File: config.mk
export PLATFORM = sky130hd
export DESIGN_NAME = lcd_dma_axi_reader
export DESIGN_NICKNAME = d
export VERILOG_FILES = /design/src/rtl/lcd_dma_pkg.sv /design/src/rtl/axi_rd_beat_splitter.sv /design/src/rtl/lcd_dma_axi_reader.sv
export SDC_FILE = /design/constraint.sdc
export NUM_CORES = 1
export LEC_CHECK = 0
export ABC_AREA = 1
export CAP_MARGIN = 20
export CORE_MARGIN = 2
export CORE_UTILIZATION = 45
export DETAILED_ROUTE_END_ITERATION = 16
export DONT_BUFFER_PORTS = 1
export PLACE_DENSITY = 0.66
export SLEW_MARGIN = 15
export SYNTH_ARGS = -nofsm -noshare
export SYNTH_HDL_FRONTEND = slang
export SYNTH_SLANG_ARGS = --single-unit
File: constraint.sdc
create_clock -name CLK -period 2.3 [get_ports CLK]
set_input_delay 0.115 -clock CLK [delete_from_list [all_inputs] [get_ports CLK]]
set_output_delay 0.115 -clock CLK [all_outputs]
set_load 0.01 [all_outputs]
File: src/rtl/lcd_dma_pkg.sv
// Shared AXI constants and the FSM encoding for the LCD DMA read engine.
package lcd_dma_pkg;

    localparam logic [1:0] AXI_BURST_INCR = 2'b01;
    localparam logic [2:0] AXI_SIZE_8B    = 3'b011;
    localparam logic [1:0] AXI_RESP_OKAY  = 2'b00;

    localparam int LCD_DMA_WORDS_PER_BEAT = 2;

    typedef enum logic [1:0] {
        IDLE,
        ADDR,
        DATA
    } dma_state_e;

endpackage

File: src/rtl/axi_rd_beat_splitter.sv
// Captures one 64-bit AXI read beat and replays it as two 32-bit words (low half first).
module axi_rd_beat_splitter
    import lcd_dma_pkg::*;
(
    input  logic        CLK,
    input  logic        RESET,
    input  logic        enable,
    input  logic        rvalid,
    input  logic [63:0] rdata,
    output logic        rready,
    output logic        beat_accept,
    output logic [31:0] word,
    output logic        word_valid,
    output logic        hi_word
);

    logic [63:0] data_reg;
    logic        lo_pend_reg;
    logic        hi_pend_reg;
    logic [31:0] half [LCD_DMA_WORDS_PER_BEAT];

    genvar gi;
    generate
        for (gi = 0; gi < LCD_DMA_WORDS_PER_BEAT; gi++) begin : g_half
            assign half[gi] = data_reg[32*gi +: 32];
        end
    endgenerate

    // The holder is free again while the high half is being emitted, so a
    // new beat can land in the same cycle and keep one word per cycle.
    assign rready      = enable & ~lo_pend_reg;
    assign beat_accept = rready & rvalid;
    assign word_valid  = lo_pend_reg | hi_pend_reg;
    assign hi_word     = hi_pend_reg;
    assign word        = lo_pend_reg ? half[0] : (hi_pend_reg ? half[1] : 32'd0);

    always_ff @(posedge CLK) begin
        if (RESET) begin
            data_reg    <= '0;
            lo_pend_reg <= 1'b0;
            hi_pend_reg <= 1'b0;
        end else begin
            lo_pend_reg <= beat_accept;
            hi_pend_reg <= lo_pend_reg;
            if (beat_accept) begin
                data_reg <= rdata;
            end
        end
    end

endmodule

File: src/rtl/lcd_dma_axi_reader.sv
// DMA engine for the LCD controller: one AXI3 INCR read burst per start,
// returned as a stream of 32-bit words.
module lcd_dma_axi_reader
    import lcd_dma_pkg::*;
#(
    parameter int         BURST_BEATS = 4,
    parameter logic [5:0] AXI_ID      = 6'd0,
    parameter logic [3:0] AR_CACHE    = 4'b0011
) (
    input  logic        CLK,
    input  logic        RESET,
    input  logic [29:0] DMA_RD_ADDR,
    input  logic        DMA_START,
    output logic        DMA_READY,
    output logic [31:0] DMA_RD_DATA,
    output logic        DMA_RD_DATA_VALID,
    output logic        DMA_ERROR,
    output logic [31:0] M_ARADDR,
    output logic [3:0]  M_ARLEN,
    output logic [2:0]  M_ARSIZE,
    output logic [1:0]  M_ARBURST,
    output logic [5:0]  M_ARID,
    output logic [3:0]  M_ARCACHE,
    output logic        M_ARVALID,
    input  logic        M_ARREADY,
    input  logic [63:0] M_RDATA,
    input  logic [1:0]  M_RRESP,
    input  logic        M_RLAST,
    input  logic [5:0]  M_RID,
    input  logic        M_RVALID,
    output logic        M_RREADY
);

    localparam logic [4:0] BEAT_TOTAL = 5'(BURST_BEATS);
    localparam logic [4:0] BEAT_LAST  = 5'(BURST_BEATS - 1);

    dma_state_e  state_reg, state_next;
    logic [28:0] addr_reg;
    logic [4:0]  beat_cnt_reg;
    logic        error_reg;
    logic        split_en;
    logic        beat_accept;
    logic        hi_word;

    logic unused_inputs;
    assign unused_inputs = ^{M_RID, DMA_RD_ADDR[29]};

    assign M_ARADDR  = {addr_reg, 3'b000};
    assign M_ARLEN   = 4'(BURST_BEATS - 1);
    assign M_ARSIZE  = AXI_SIZE_8B;
    assign M_ARBURST = AXI_BURST_INCR;
    assign M_ARID    = AXI_ID;
    assign M_ARCACHE = AR_CACHE;
    assign DMA_ERROR = error_reg;

    always_ff @(posedge CLK) begin
        if (RESET) begin
            state_reg <= IDLE;
        end else begin
            state_reg <= state_next;
        end
    end

    always_comb begin
        state_next = state_reg;
        case (state_reg)
            IDLE: if (DMA_START) state_next = ADDR;
            ADDR: if (M_ARREADY) state_next = DATA;
            DATA: if (beat_cnt_reg == BEAT_TOTAL && hi_word) state_next = IDLE;
            default: state_next = IDLE;
        endcase
    end

    always_comb begin
        DMA_READY = (state_reg == IDLE);
        M_ARVALID = (state_reg == ADDR);
        split_en  = (state_reg == DATA) && (beat_cnt_reg < BEAT_TOTAL);
    end

    // Termination follows the beat count; RLAST is only cross-checked.
    always_ff @(posedge CLK) begin
        if (RESET) begin
            addr_reg     <= '0;
            beat_cnt_reg <= '0;
            error_reg    <= 1'b0;
        end else begin
            if (state_reg == IDLE && DMA_START) begin
                addr_reg     <= DMA_RD_ADDR[28:0];
                beat_cnt_reg <= '0;
            end
            if (beat_accept) begin
                beat_cnt_reg <= beat_cnt_reg + 5'd1;
                if (M_RRESP != AXI_RESP_OKAY || M_RLAST != (beat_cnt_reg == BEAT_LAST)) begin
                    error_reg <= 1'b1;
                end
            end
        end
    end

    axi_rd_beat_splitter u_splitter (
        .CLK         (CLK),
        .RESET       (RESET),
        .enable      (split_en),
        .rvalid      (M_RVALID),
        .rdata       (M_RDATA),
        .rready      (M_RREADY),
        .beat_accept (beat_accept),
        .word        (DMA_RD_DATA),
        .word_valid  (DMA_RD_DATA_VALID),
        .hi_word     (hi_word)
    );

endmodule

==> results.json <==
{
  "largest_register_ffs": 64,
  "wl_um": 12100,
  "cts.sinks": 103,
  "cts_setup_buffers": 0,
  "antenna_found_initial": 0,
  "synth_area_leaders": "dfxtp_1 46%, nor2_1 11%, nand2_1 6.5%",
  "clk_latency_ns": 0.36,
  "synthesis.instances": 607,
  "crit_family": "buffers and inverters",
  "drv_cap": 0,
  "ant_nets": 0,
  "cts_made_buffers": 9,
  "power_density_mw_per_mm2": 627,
  "cp-start-kind": "register",
  "yosys_register_bits": 103,
  "setup.worst_path.start": "u_splitter.lo_pend_reg",
  "arrival_ns": 2.09,
  "clk_pin_slew_ns": 0.10,
  "grt_overflow": 0,
  "r2r-start": "u_splitter.lo_pend_reg",
  "grt_pass1_vias": 3897,
  "end_kind": "register",
  "power_frac_comb_pct": 13.4,
  "netlist.area_leader.share_pct": 46.3,
  "synth_top_family_by_area": "simple AND/OR/NAND/NOR gates",
  "dp_cells": 698,
  "nNetsFinal": 784,
  "path_class": "register to register",
  "power.internal_mw": 2.50,
  "fin_util_pct": 57.4,
  "wl_per_cell_um": 14.9,
  "p_clk_share_pct": 30.5,
  "netlist_area_sq_mm": 0.00445,
  "grt_max_degree": 65,
  "start_util_pct": 46.0,
  "avgViaCountPerCell": 5.15,
  "grt_use_total_pct": 21.5,
  "cts-root-buf": "clkbuf_8",
  "crit_path_cell_trace": "buf_4 -> nor2_1 -> nand3_2 -> buf_4 -> o21ai_0 -> nor2_1",
  "max_freq_mhz": 554,
  "dp_hpwl_um": 6770,
  "areaGrowthSynthToFinish_pct": 24.7,
  "syn_area_per_cell_sq_um": 7.34,
  "grt_pass1_wl_um": 18000,
  "rows": 36,
  "synth_mux_area_share_pct": 0,
  "ir_worst_vdd_uv": 352,
  "cp_max_fo": 45,
  "path_buf_inv": 2,
  "p_sw_share_pct": 28.1,
  "slowest_stage": "buf_4",
  "die_h_um": 103,
  "synth-compound-area-share_pct": 19.0,
  "cts.path.max_buffers": 2,
  "p_leak_nw": 2.26,
  "via_count": 4185,
  "slew_headroom_pct": 55.0,
  "n_antenna_cell": 0,
  "synth.largest_area_cell": "dfxtp_1",
  "worst_clock_skew_ns": 0.00867,
  "portBuffers": 0,
  "drt_iter0_markers": 155,
  "io_pins": 196,
  "ys_types": 24,
  "cp.required_ns": 2.59,
  "yosys_warnings": 0,
  "synthAdderAreaFrac_pct": 0.562,
  "hp-class": "primary input to register",
  "dieWidth_um": 103,
  "mostFrequentLayoutCell": "nor2_1",
  "dieArea_sq_mm": 0.0107,
  "cpPeakStageDelay_ns": 0.40,
  "first_pass_iters": 5,
  "hold_path.startpoint": "M_RVALID",
  "grt_setup_unrepaired": "false",
  "slew_violations": 0,
  "layout_common_cells": "133 x nor2_1, 103 x dfxtp_1, 97 x dlygate4sd3_1",
  "drc": 0,
  "tightest_slew_ns": 0.674,
  "ys_seq_area_share_pct": 46.3,
  "drive_gt1_share_pct": 6.92,
  "gp_congestion": 0.759,
  "seqPwrFrac_pct": 56.1,
  "timing.final.crit_share_pct": 78.5,
  "synth-simple-area-share_pct": 23.3,
  "cts_tree": "yes",
  "final_cells": 812,
  "whs_ns": 0.206,
  "synth_xor_area_share_pct": 0,
  "finalHoldViolations": 0,
  "fin_crit_ns": 1.80,
  "finalSetupTns_ns": 0,
  "htreeDepth": 3,
  "finalSetupViolCount": 0,
  "p_sw_uw": 980,
  "fp.coreArea_sq_mm": 0.00968,
  "status": "finished, final reports clean"
}
==> tightest hold or removal path, delay by kind of cell <==
| kind | cells | cell delay, ns |
|---|---|---|
| buf+inv | 1 | 0.20 |
| simple gates | 1 | 0.04 |
| compound gates | 1 | 0.16 |
==> power by group through the flow <==
stage                     logic, mW  clock network (mW)  registers [mW]
after floorplan               0.301                   0            1.98
after global placement        0.283                   0            1.99
after detailed placement      0.297                   0            1.99
after CTS                     0.453                1.11            1.95
after global routing          0.521                1.18            1.96
final                         0.465                1.06            1.95
==> cell families after synthesis <==
logic type	count (synthesis)
buffers and inverters	83
other	2
AO/OA/AOI/OAI	162
AND/OR/NAND/NOR	255
adder cells (fa/ha/maj)	2
flip-flops	103
==> final timing paths <==
| check | end | slack (ns) | cells past startpoint |
|---|---|---|---|
| setup reg to reg | u_splitter.data_reg[24] | 0.50 | 6 |
| hold / removal | u_splitter.data_reg[8] | 0.21 | 3 |
| setup / recovery | u_splitter.data_reg[24] | 0.50 | 6 |
| hold reg to reg | u_splitter.data_reg[61] | 0.49 | 2 |
==> cells in the mapped netlist <==
cell type,instances
a21oi_2,10
nor2_1,133
buf_2,18
inv_2,4
buf_4,23
nand4_1,2
inv_1,7
nand2_1,77
clkbuf_2,2
nand3_1,37
o21ai_1,41
a21oi_1,57
inv_4,1
nand3_2,1
buf_8,1
conb_1,2
dfxtp_1,103
clkbuf_1,22
o21ai_0,54
ha_1,2
nand2_2,2
or2_2,1
buf_6,5
nor2_4,2
==> final cells by class <==
type	instances	area, sq um
clock buffer	9	124
clock inverter	7	60.1
fill	856	4130
inverter	12	47.5
multi-input combinational	441	1990
sequential	103	2060
tap	133	166
timing repair buffer	107	1100
==> what timing repair did <==
item                                   in CTS  in global routing
hold buffers                               98                  0
gates resized for setup                     0                  0
endpoints found under the hold margin     102                  0
==> layer usage <==
layer | up-vias | global-route usage [%] | part of all wire (%) | wire [um]
met5 | - | 0 | 0 | 0
met3 | 10 | 5.71 | 7.4 | 896
met1 | 1945 | 24.3 | 42 | 5040
met2 | 154 | 38.2 | 50 | 6010
met4 | 0 | 9.11 | 1.0 | 122
li1 | 2076 | - | - | -
==> per-stage QoR <==
step	cell area, sq um	power (mW)	setup WS [ns]
3_3_place_gp	4370	2.27	0.559
3_5_place_dp	4370	2.29	0.551
5_1_grt	5560	3.66	0.357
6_report	5560	3.48	0.495
4_1_cts	5560	3.52	0.468
2_1_floorplan	4530	2.28	1.09
Power figures use the tool's default switching activity.
